## src/rtl/matmul_pkg.sv

```systemverilog
// Shared types and default constants for the matmul APB command master.
package matmul_pkg;

    localparam int BUS_WIDTH       = 32;
    localparam int DATA_WIDTH      = 8;
    localparam int MAX_DIM         = BUS_WIDTH / DATA_WIDTH;
    localparam int ADDR_WIDTH      = 16;
    localparam int DEF_CMD_DEPTH   = 4;
    localparam int DEF_TIMEOUT_CYC = 16;

    typedef enum logic [1:0] {
        ST_IDLE,
        ST_SETUP,
        ST_ACCESS,
        ST_RESP
    } apb_mst_state_t;

    typedef struct packed {
        logic                  write;
        logic [ADDR_WIDTH-1:0] addr;
        logic [BUS_WIDTH-1:0]  wdata;
        logic [MAX_DIM-1:0]    strb;
    } cmd_t;

    // Reads never carry data or strobes onto the bus.
    function automatic cmd_t sanitize_cmd(input cmd_t c);
        cmd_t r;
        r = c;
        if (!c.write) begin
            r.wdata = '0;
            r.strb  = '0;
        end
        return r;
    endfunction

endpackage

```

## src/rtl/matmul_cmd_fifo.sv

```systemverilog
// Synchronous command FIFO; DEPTH must be a power of two so pointers wrap naturally.
module matmul_cmd_fifo
    import matmul_pkg::*;
#(
    parameter int  DEPTH = DEF_CMD_DEPTH,
    parameter type T     = cmd_t
) (
    input  logic clk_i,
    input  logic rst_i,
    input  logic i_push,
    input  T     i_data,
    input  logic i_pop,
    output T     o_data,
    output logic o_full,
    output logic o_empty
);

    localparam int AW = (DEPTH > 1) ? $clog2(DEPTH) : 1;

    T               r_mem [DEPTH];
    logic [AW-1:0]  r_wr_ptr;
    logic [AW-1:0]  r_rd_ptr;
    logic [AW:0]    r_count;

    // Pointer and occupancy tracking; simultaneous push and pop keep the count.
    always_ff @(posedge clk_i) begin
        if (rst_i) begin
            r_wr_ptr <= '0;
            r_rd_ptr <= '0;
            r_count  <= '0;
        end else begin
            if (i_push) r_wr_ptr <= r_wr_ptr + AW'(1);
            if (i_pop)  r_rd_ptr <= r_rd_ptr + AW'(1);
            case ({i_push, i_pop})
                2'b10:   r_count <= r_count + (AW+1)'(1);
                2'b01:   r_count <= r_count - (AW+1)'(1);
                default: r_count <= r_count;
            endcase
        end
    end

    // Storage array; contents need no reset since occupancy gates reads.
    always_ff @(posedge clk_i) begin
        if (i_push) r_mem[r_wr_ptr] <= i_data;
    end

    assign o_data  = r_mem[r_rd_ptr];
    assign o_full  = (r_count == (AW+1)'(DEPTH));
    assign o_empty = (r_count == '0);

endmodule

```

## src/rtl/matmul_apb_master.sv

```systemverilog
// APB master that drains a command FIFO into single APB transfers to the matmul slave.
module matmul_apb_master
    import matmul_pkg::*;
#(
    parameter int CMD_DEPTH   = DEF_CMD_DEPTH,
    parameter int TIMEOUT_CYC = DEF_TIMEOUT_CYC
) (
    input  logic                  clk_i,
    input  logic                  rst_i,
    input  logic                  cmd_valid_i,
    output logic                  cmd_ready_o,
    input  logic                  cmd_write_i,
    input  logic [ADDR_WIDTH-1:0] cmd_addr_i,
    input  logic [BUS_WIDTH-1:0]  cmd_wdata_i,
    input  logic [MAX_DIM-1:0]    cmd_strb_i,
    output logic                  rsp_valid_o,
    input  logic                  rsp_ready_i,
    output logic [BUS_WIDTH-1:0]  rsp_rdata_o,
    output logic                  rsp_err_o,
    output logic                  psel_o,
    output logic                  penable_o,
    output logic                  pwrite_o,
    output logic [ADDR_WIDTH-1:0] paddr_o,
    output logic [BUS_WIDTH-1:0]  pwdata_o,
    output logic [MAX_DIM-1:0]    pstrb_o,
    input  logic                  pready_i,
    input  logic                  pslverr_i,
    input  logic [BUS_WIDTH-1:0]  prdata_i
);

    localparam int TW = $clog2(TIMEOUT_CYC + 1);

    apb_mst_state_t       r_state, w_state_nxt;
    cmd_t                 r_cmd;
    cmd_t                 w_cmd_in;
    cmd_t                 w_fifo_head;
    logic [TW-1:0]        r_wait_cnt;
    logic [BUS_WIDTH-1:0] r_rsp_rdata;
    logic                 r_rsp_err;

    logic w_full, w_empty;
    logic w_push, w_bypass, w_fifo_push;
    logic w_pop, w_load, w_capture, w_timeout, w_in_xfer;

    assign w_cmd_in = '{write: cmd_write_i, addr: cmd_addr_i,
                        wdata: cmd_wdata_i, strb: cmd_strb_i};

    assign cmd_ready_o = ~w_full;
    assign w_push      = cmd_valid_i & cmd_ready_o;
    // An idle master with nothing queued takes the command straight into the
    // transfer registers so SETUP follows the push by one cycle.
    assign w_bypass    = (r_state == ST_IDLE) & w_empty & w_push;
    assign w_fifo_push = w_push & ~w_bypass;

    matmul_cmd_fifo #(
        .DEPTH (CMD_DEPTH),
        .T     (cmd_t)
    ) u_fifo (
        .clk_i   (clk_i),
        .rst_i   (rst_i),
        .i_push  (w_fifo_push),
        .i_data  (w_cmd_in),
        .i_pop   (w_pop),
        .o_data  (w_fifo_head),
        .o_full  (w_full),
        .o_empty (w_empty)
    );

    // State register.
    always_ff @(posedge clk_i) begin
        if (rst_i) r_state <= ST_IDLE;
        else       r_state <= w_state_nxt;
    end

    // Next-state and transfer control decode.
    always_comb begin
        w_state_nxt = r_state;
        w_pop       = 1'b0;
        w_load      = 1'b0;
        w_capture   = 1'b0;
        w_timeout   = 1'b0;
        case (r_state)
            ST_IDLE: begin
                if (!w_empty) begin
                    w_pop       = 1'b1;
                    w_load      = 1'b1;
                    w_state_nxt = ST_SETUP;
                end else if (w_bypass) begin
                    w_load      = 1'b1;
                    w_state_nxt = ST_SETUP;
                end
            end
            ST_SETUP: w_state_nxt = ST_ACCESS;
            ST_ACCESS: begin
                if (pready_i) begin
                    w_capture   = 1'b1;
                    w_state_nxt = ST_RESP;
                end else if (r_wait_cnt == TW'(TIMEOUT_CYC - 1)) begin
                    w_timeout   = 1'b1;
                    w_state_nxt = ST_RESP;
                end
            end
            ST_RESP: begin
                if (rsp_ready_i) begin
                    if (!w_empty) begin
                        w_pop       = 1'b1;
                        w_load      = 1'b1;
                        w_state_nxt = ST_SETUP;
                    end else begin
                        w_state_nxt = ST_IDLE;
                    end
                end
            end
            default: w_state_nxt = ST_IDLE;
        endcase
    end

    // Transfer registers, ACCESS wait counter and response capture.
    always_ff @(posedge clk_i) begin
        if (rst_i) begin
            r_cmd       <= '0;
            r_wait_cnt  <= '0;
            r_rsp_rdata <= '0;
            r_rsp_err   <= 1'b0;
        end else begin
            if (w_load) r_cmd <= sanitize_cmd(w_pop ? w_fifo_head : w_cmd_in);
            if (r_state == ST_SETUP)       r_wait_cnt <= '0;
            else if (r_state == ST_ACCESS) r_wait_cnt <= r_wait_cnt + TW'(1);
            if (w_capture) begin
                r_rsp_rdata <= (!r_cmd.write && !pslverr_i) ? prdata_i : '0;
                r_rsp_err   <= pslverr_i;
            end else if (w_timeout) begin
                r_rsp_rdata <= '0;
                r_rsp_err   <= 1'b1;
            end
        end
    end

    // Bus outputs are forced low outside a transfer so idle/reset is all-zero.
    assign w_in_xfer   = (r_state == ST_SETUP) | (r_state == ST_ACCESS);
    assign psel_o      = w_in_xfer;
    assign penable_o   = (r_state == ST_ACCESS);
    assign pwrite_o    = w_in_xfer & r_cmd.write;
    assign paddr_o     = w_in_xfer ? r_cmd.addr  : '0;
    assign pwdata_o    = w_in_xfer ? r_cmd.wdata : '0;
    assign pstrb_o     = w_in_xfer ? r_cmd.strb  : '0;
    assign rsp_valid_o = (r_state == ST_RESP);
    assign rsp_rdata_o = r_rsp_rdata;
    assign rsp_err_o   = r_rsp_err;

endmodule

```

## config.mk

```make
export PLATFORM = sky130hd
export DESIGN_NAME = matmul_apb_master
export DESIGN_NICKNAME = d
export VERILOG_FILES = /design/src/rtl/matmul_pkg.sv /design/src/rtl/matmul_cmd_fifo.sv /design/src/rtl/matmul_apb_master.sv
export SDC_FILE = /design/constraint.sdc
export NUM_CORES = 1
export LEC_CHECK = 0
export ABC_CLOCK_PERIOD_IN_PS = 3300
export CAP_MARGIN = 0
export CORE_ASPECT_RATIO = 1.75
export CORE_MARGIN = 2
export CORE_UTILIZATION = 54
export DETAILED_ROUTE_END_ITERATION = 7
export PLACE_DENSITY = 0.88
export REMOVE_ABC_BUFFERS = 1
export SETUP_SLACK_MARGIN = 0.4
export SLEW_MARGIN = 20
export SYNTH_ARGS = -nofsm -noshare
export SYNTH_HDL_FRONTEND = slang
export SYNTH_SLANG_ARGS = --single-unit
```

## constraint.sdc

```tcl
create_clock -name clk_i -period 3.3 [get_ports clk_i]
set_clock_uncertainty 0.1 [all_clocks]
set_input_delay 0.66 -clock clk_i [delete_from_list [all_inputs] [get_ports clk_i]]
set_output_delay 0.66 -clock clk_i [all_outputs]
set_load 0.05 [all_outputs]
```

# Word-level counts from Yosys, hierarchy flattened
# Memory sizes are Yosys's and may differ from the RTL's. A register that Yosys moved wholly into a read port is not among the register bits.
# Cells that the tools add are included.
[classes]
bitwise_logic = 8
n_reduce_logical = 9
eq_ne = 10
addsub = 5
muxes = 33
[ops]
columns = ["op", "count"]
rows = [
  ["32-bit 2-to-1 mux", 4],
  ["53-bit 2-to-1 mux", 1],
  ["36-bit 2-to-1 mux", 1],
  ["16-bit 2-to-1 mux", 1],
  ["1-bit 2-to-1 mux", 14],
  ["2-bit 2-to-1 mux", 7],
  ["2-bit one-hot mux with 4 select lines", 1],
  ["2-bit equality test, second input constant", 3],
  ["3-bit one-hot mux with 2 select lines", 1],
  ["5-bit by 1-bit adder with 5-bit output, second input constant", 1],
  ["1-bit AND", 5],
  ["5-bit by 4-bit equality test with 1-bit output, second input constant", 1],
  ["2-bit by 1-bit adder with 2-bit output, second input constant", 2],
  ["2-bit by 1-bit equality test with 1-bit output, second input constant", 2],
  ["4-bit 2-to-1 mux", 1],
  ["1-bit one-hot mux with 2 select lines", 2],
  ["2-bit nonzero test", 2],
  ["3-bit by 1-bit adder with 3-bit output, second input constant", 1],
  ["3-bit equality test, second input constant", 1],
  ["3-bit zero test", 1],
  ["3-bit by 1-bit inequality test with 1-bit output, second input constant", 1],
  ["3-bit inequality test, second input constant", 1],
  ["3-bit AND reduction", 1],
  ["3-bit by 1-bit subtractor with 3-bit output, second input constant", 1],
  ["7 further kinds", 9],
]
[totals]
out_inout_bits = 90
reg_bits = 100
n_memories = 1
wordCells = 77
ramBits = 212
[mem_list]
columns = ["name", "words", "word_bits", "read_ports", "rd_ports_with_merged_regs", "write_ports", "line", "text"]
rows = [
  ["u_fifo.r_mem", 4, 53, 1, 1, 1, "matmul_cmd_fifo.sv:20", "T r_mem [DEPTH];"],
]

# Longest topological paths before layout
[logic_depth]
depth_word = 8
ltp_mapped = 13
mapped_depth_nobuf = 11

# By module
# Synthesis repeated with hierarchy kept, for this count alone.
[unflattened]
hier_cells = 806
hier_area_um2 = 12555.8
[by_module_without_submodules]
columns = ["module", "n_inst", "cells_each", "seq_area_each_um2", "area_each_um2"]
rows = [
  ["matmul_cmd_fifo", 1, 324, 6546.3, 8145.3],
  ["matmul_apb_master", 1, 482, 1861.8, 4410.5],
]

# Worst setup path before layout
# OpenSTA, ideal clock, no wires.
[synth_timing]
path_kind = "register to register"
start = "register r_state[0]"
end = "register u_fifo.r_count[2]"
path_slack_ps = 375
stages_incl_launch_ff = 13
arrival_time_ps = 2755
cell_sequence = "dfxtp_1 inv_1 ha_1 nand3b_2 buf_6 buf_4 inv_1 ha_1 inv_1 fa_1 xor2_1 or3_1 a21oi_1"
[synth_via]
elab_chain_cells = 7
elab_cells_between_ends = 11
classes_between = "3 x eq/ne; 2 x mux; 4 x bitwise; 2 x reduce/logical"
[synth_rtl]
columns = ["element", "line", "text"]
rows = [
  ["start: declaration", "matmul_apb_master.sv:33", "apb_mst_state_t r_state, w_state_nxt;"],
  ["start signal: assignment", "matmul_apb_master.sv:72", "else r_state <= w_state_nxt;"],
  ["2-bit zero test", "matmul_apb_master.sv:52, matmul_apb_master.sv:82", ""],
  ["1-bit AND (2 in series)", "matmul_apb_master.sv:52", "assign w_bypass = (r_state == ST_IDLE) & w_empty & w_push;"],
  ["1-bit NOT", "matmul_apb_master.sv:53", "assign w_fifo_push = w_push & ~w_bypass;"],
  ["1-bit AND", "matmul_apb_master.sv:53", ""],
  ["2-bit by 1-bit equality test with 1-bit output / 2-bit equality test (equally long branches)", "matmul_cmd_fifo.sv:34", "case ({i_push, i_pop})"],
  ["3-bit one-hot mux with 2 select lines / 2-bit nonzero test (equally long branches)", "-", ""],
  ["end signal: assignment", "matmul_cmd_fifo.sv:35", "2'b10: r_count <= r_count + (AW+1)'(1);"],
  ["end signal: assignment", "matmul_cmd_fifo.sv:36", "2'b01: r_count <= r_count - (AW+1)'(1);"],
  ["end signal: assignment", "matmul_cmd_fifo.sv:37", "default: r_count <= r_count;"],
  ["end: declaration", "matmul_cmd_fifo.sv:23", "logic [AW:0] r_count;"],
]
# Parallel ways exist; a longest one is shown, timed or not.
# A chain may end at the register's enable or synchronous reset.

# Final worst setup path
[layout_timing]
start = "register r_state[0]"
end = "output pstrb_o[2]"
[layout_via]
elab_chain_cells = 3
elab_cells_between_ends = 4
classes_between = "2 x eq/ne; 1 x mux; 1 x bitwise"
[layout_rtl]
columns = ["element", "line", "text"]
rows = [
  ["2-bit by 1-bit equality test with 1-bit output / 2-bit equality test (equally long branches)", "matmul_apb_master.sv:140", "assign w_in_xfer = (r_state == ST_SETUP) | (r_state == ST_ACCESS);"],
  ["1-bit bitwise OR (*)", "matmul_apb_master.sv:140", ""],
  ["4-bit 2-to-1 mux (*)", "matmul_apb_master.sv:146", "assign pstrb_o = w_in_xfer ? r_cmd.strb : '0;"],
  ["end: declaration", "matmul_apb_master.sv:25", "output logic [MAX_DIM-1:0] pstrb_o,"],
]
# Every way passes the cells marked *; elsewhere a longest branch is shown, timed or not.

==> out/summary.txt <==
TritonCTS Buffers -> 27
Fin crit share -> 85.9%
Finished Core Util -> 68.3%
Core area -> 22,700 µm²
Initial Util -> 54.9%
Layout area overhead -> 24.5%
Crit path DAT -> 2.07 ns
Power Total -> 12.8 mW
Worst Setup Start Kind -> flop
Routed wire length -> 26,200 µm
Max IR drop VDD -> 0.480 mV
H-tree Lvls -> 1
Mapped cell area -> 12,500 µm²
Synth warn -> 0
Tightest Pin Transition -> 1.03 ns
GRT Overall Usage -> 21.4%
Met2 Wirelength -> 14,000 µm
Status -> finished clean
Cells after Synth -> 786
First-pass GRT wire length -> 40,400 µm
Die extent in x -> 119 µm
Die Footprint -> 24,400 µm²
Most common cell on crit path -> buf_12
WL met3 -> 1440 µm
Worst skew pair latency -> 0.53 ns
FFs w/ async S/R, synth -> 0%
Required time worst endpoint -> 2.54 ns
Post-synth EDFFs -> 212
Buf/Inv on CP -> 4
Leakage power -> 5.55 nW
Placement Rows -> 73
Min Hold Slack -> 0.367 ns
Final GP Congestion -> 0.749
Yosys reg bits -> 314
Die height -> 205 µm
Largest net degree at the start of global routing -> 70
# Max-Cap Violations -> 0
Setup violators final -> 0
Share of cells above drive strength 1 -> 19.5%
CTS tree -> yes
Crit path largest cell delay -> 0.36 ns
Final slew viol count -> 0
Crit end category -> output pin
# DRC -> 0
RSZ-0062 raised after global routing -> false
IO buf count -> 180
Final hold violation count -> 0
Tmin final -> 2.83 ns
Via count -> 7,321
Vias in the first global route -> 7,580
Hold Path Class -> flop to flop
Final #Nets -> 1,063
WL/cell -> 20.4 µm
CTS sink count -> 314
Crit-path slowest cell -> dfxtp_1
Post-DP HPWL -> 15,700 µm
WS Path Type -> flop to output pin
ANT nets after route -> 0
Clock buffer depth -> 3
Primary FF master, synth -> edfxtp_1
Crit-path max FO -> 33
Final WS setup -> 0.467 ns
Commonest non-fill, non-tap cell in the layout -> edfxtp_1
Commonest cells after routing, fill and taps aside -> 212 x edfxtp_1, 124 x clkdlybuf4s50_1, 99 x dfxtp_1
CTS Root Cell -> clkbuf_16
DR vias/cell -> 5.72
Fmax achieved -> 353 MHz
Mean Syn Cell Area -> 15.9 µm²
Cell chain of the critical path -> inv_1 -> ha_4 -> buf_12 -> buf_12 -> and2_1 -> buf_6
Register area share after synthesis -> 67.4%
Delay-heaviest family, CP -> buffers and inverters
Synth cell types -> 45
PwrDens -> 826 nW/µm²
Drt first-iter violations -> 442
Congestion Overflow GR -> 0
Initial antenna violation count -> 2
Top Metal Used -> met4
Pre-CTS setup slack -> 0.326 ns
DRT Pass-1 Iters -> 4
Clock-pin transition on the worst setup and hold timing paths -> 0.07 ns
DRT met1 WL -> 9720 µm
Max_slew headroom -> 31.5%
Ports -> 181
Post-route setup TNS -> 0 ns
## cell usage after synthesis (12+ instances only)
cell,count,area (µm²)
nand2b_1,36,225
ha_1,12,150
mux2i_1,55,551
edfxtp_1,212,6370
a211oi_1,18,135
dfxtp_1,102,2040
nor2_1,61,229
mux4_2,53,1190
o32ai_1,35,307
and2_1,57,357
clkbuf_1,40,150
a22oi_1,32,240
inv_1,13,48.8
## registers in the layout (all words and copies together) (netlist names), named ones only
name and flops:
r_cmd 53, r_state 2, r_wait_cnt 5, rsp_err_o 1, rsp_rdata_o 32, u_fifo.r_count 3, u_fifo.r_mem 212, u_fifo.r_rd_ptr 2
u_fifo.r_wr_ptr 2
## where the power goes
part           switching [mW]  leakage (nW)  internal, mW
clock                    1.34         0.493          2.08
sequential              0.263          2.76          4.89
combinational            2.51          2.30          1.73
total                    4.12          5.55          8.70
## cell families after synthesis
| logic type | after synthesis | share of synthesized area, % |
|---|---|---|
| buffers and inverters | 70 | 2.70 |
| multiplexers | 108 | 14.0 |
| AO/OA/AOI/OAI | 104 | 6.70 |
| XOR/XNOR | 7 | 0.491 |
| AND/OR/NAND/NOR | 170 | 7.37 |
| adder cells (fa/ha/maj) | 13 | 1.36 |
| flip-flops | 314 | 67.4 |
## worst paths after layout
| path | from | endpoint | slack [ns] | cells after the start |
|---|---|---|---|---|
| setup reg to reg | r_state[0] | r_cmd[48] | 0.58 | 7 |
| setup / recovery | r_state[0] | pstrb_o[2] | 0.47 | 6 |
| hold reg to reg | rsp_err_o | rsp_err_o | 0.37 | 2 |
| hold / removal | rsp_err_o | rsp_err_o | 0.37 | 2 |
## per-stage QoR
stage                     area, µm²  instances
after global routing          15500       1281
after CTS                     15600       1279
after global placement        14500       1226
final                         15500       1281
after detailed placement      14500       1226
after floorplan               12200        729
## metal layers
metal	vias to the layer above	track usage [%]
met4	0	9.44
met2	242	39.4
met1	3647	24.3
met5	-	0
li1	3377	-
met3	55	3.26
## final cells by class
| type | instances | area (µm²) |
|---|---|---|
| Clock inverter | 9 | 148 |
| Inverter | 13 | 48.8 |
| Timing Repair Buffer | 201 | 1920 |
| Antenna cell | 2 | 5.00 |
| Fill cell | 1445 | 7210 |
| Tap cell | 300 | 375 |
| Multi-Input combinational cell | 402 | 3770 |
| Sequential cell | 314 | 8410 |
| Clock buffer | 40 | 845 |
## worst min-delay path: stages (launching register included)
cell	delay, ns
dfxtp_1	0.31
inv_1	0.05
a221oi_1	0.06
## what timing repair did
item	4_1_cts	5_1_grt
setup endpoints to repair	60	56
hold buffers	0	0
pin swaps	1	0
setup buffers	4	0
resized for setup	67	33
(Power assumes the default switching activity.)
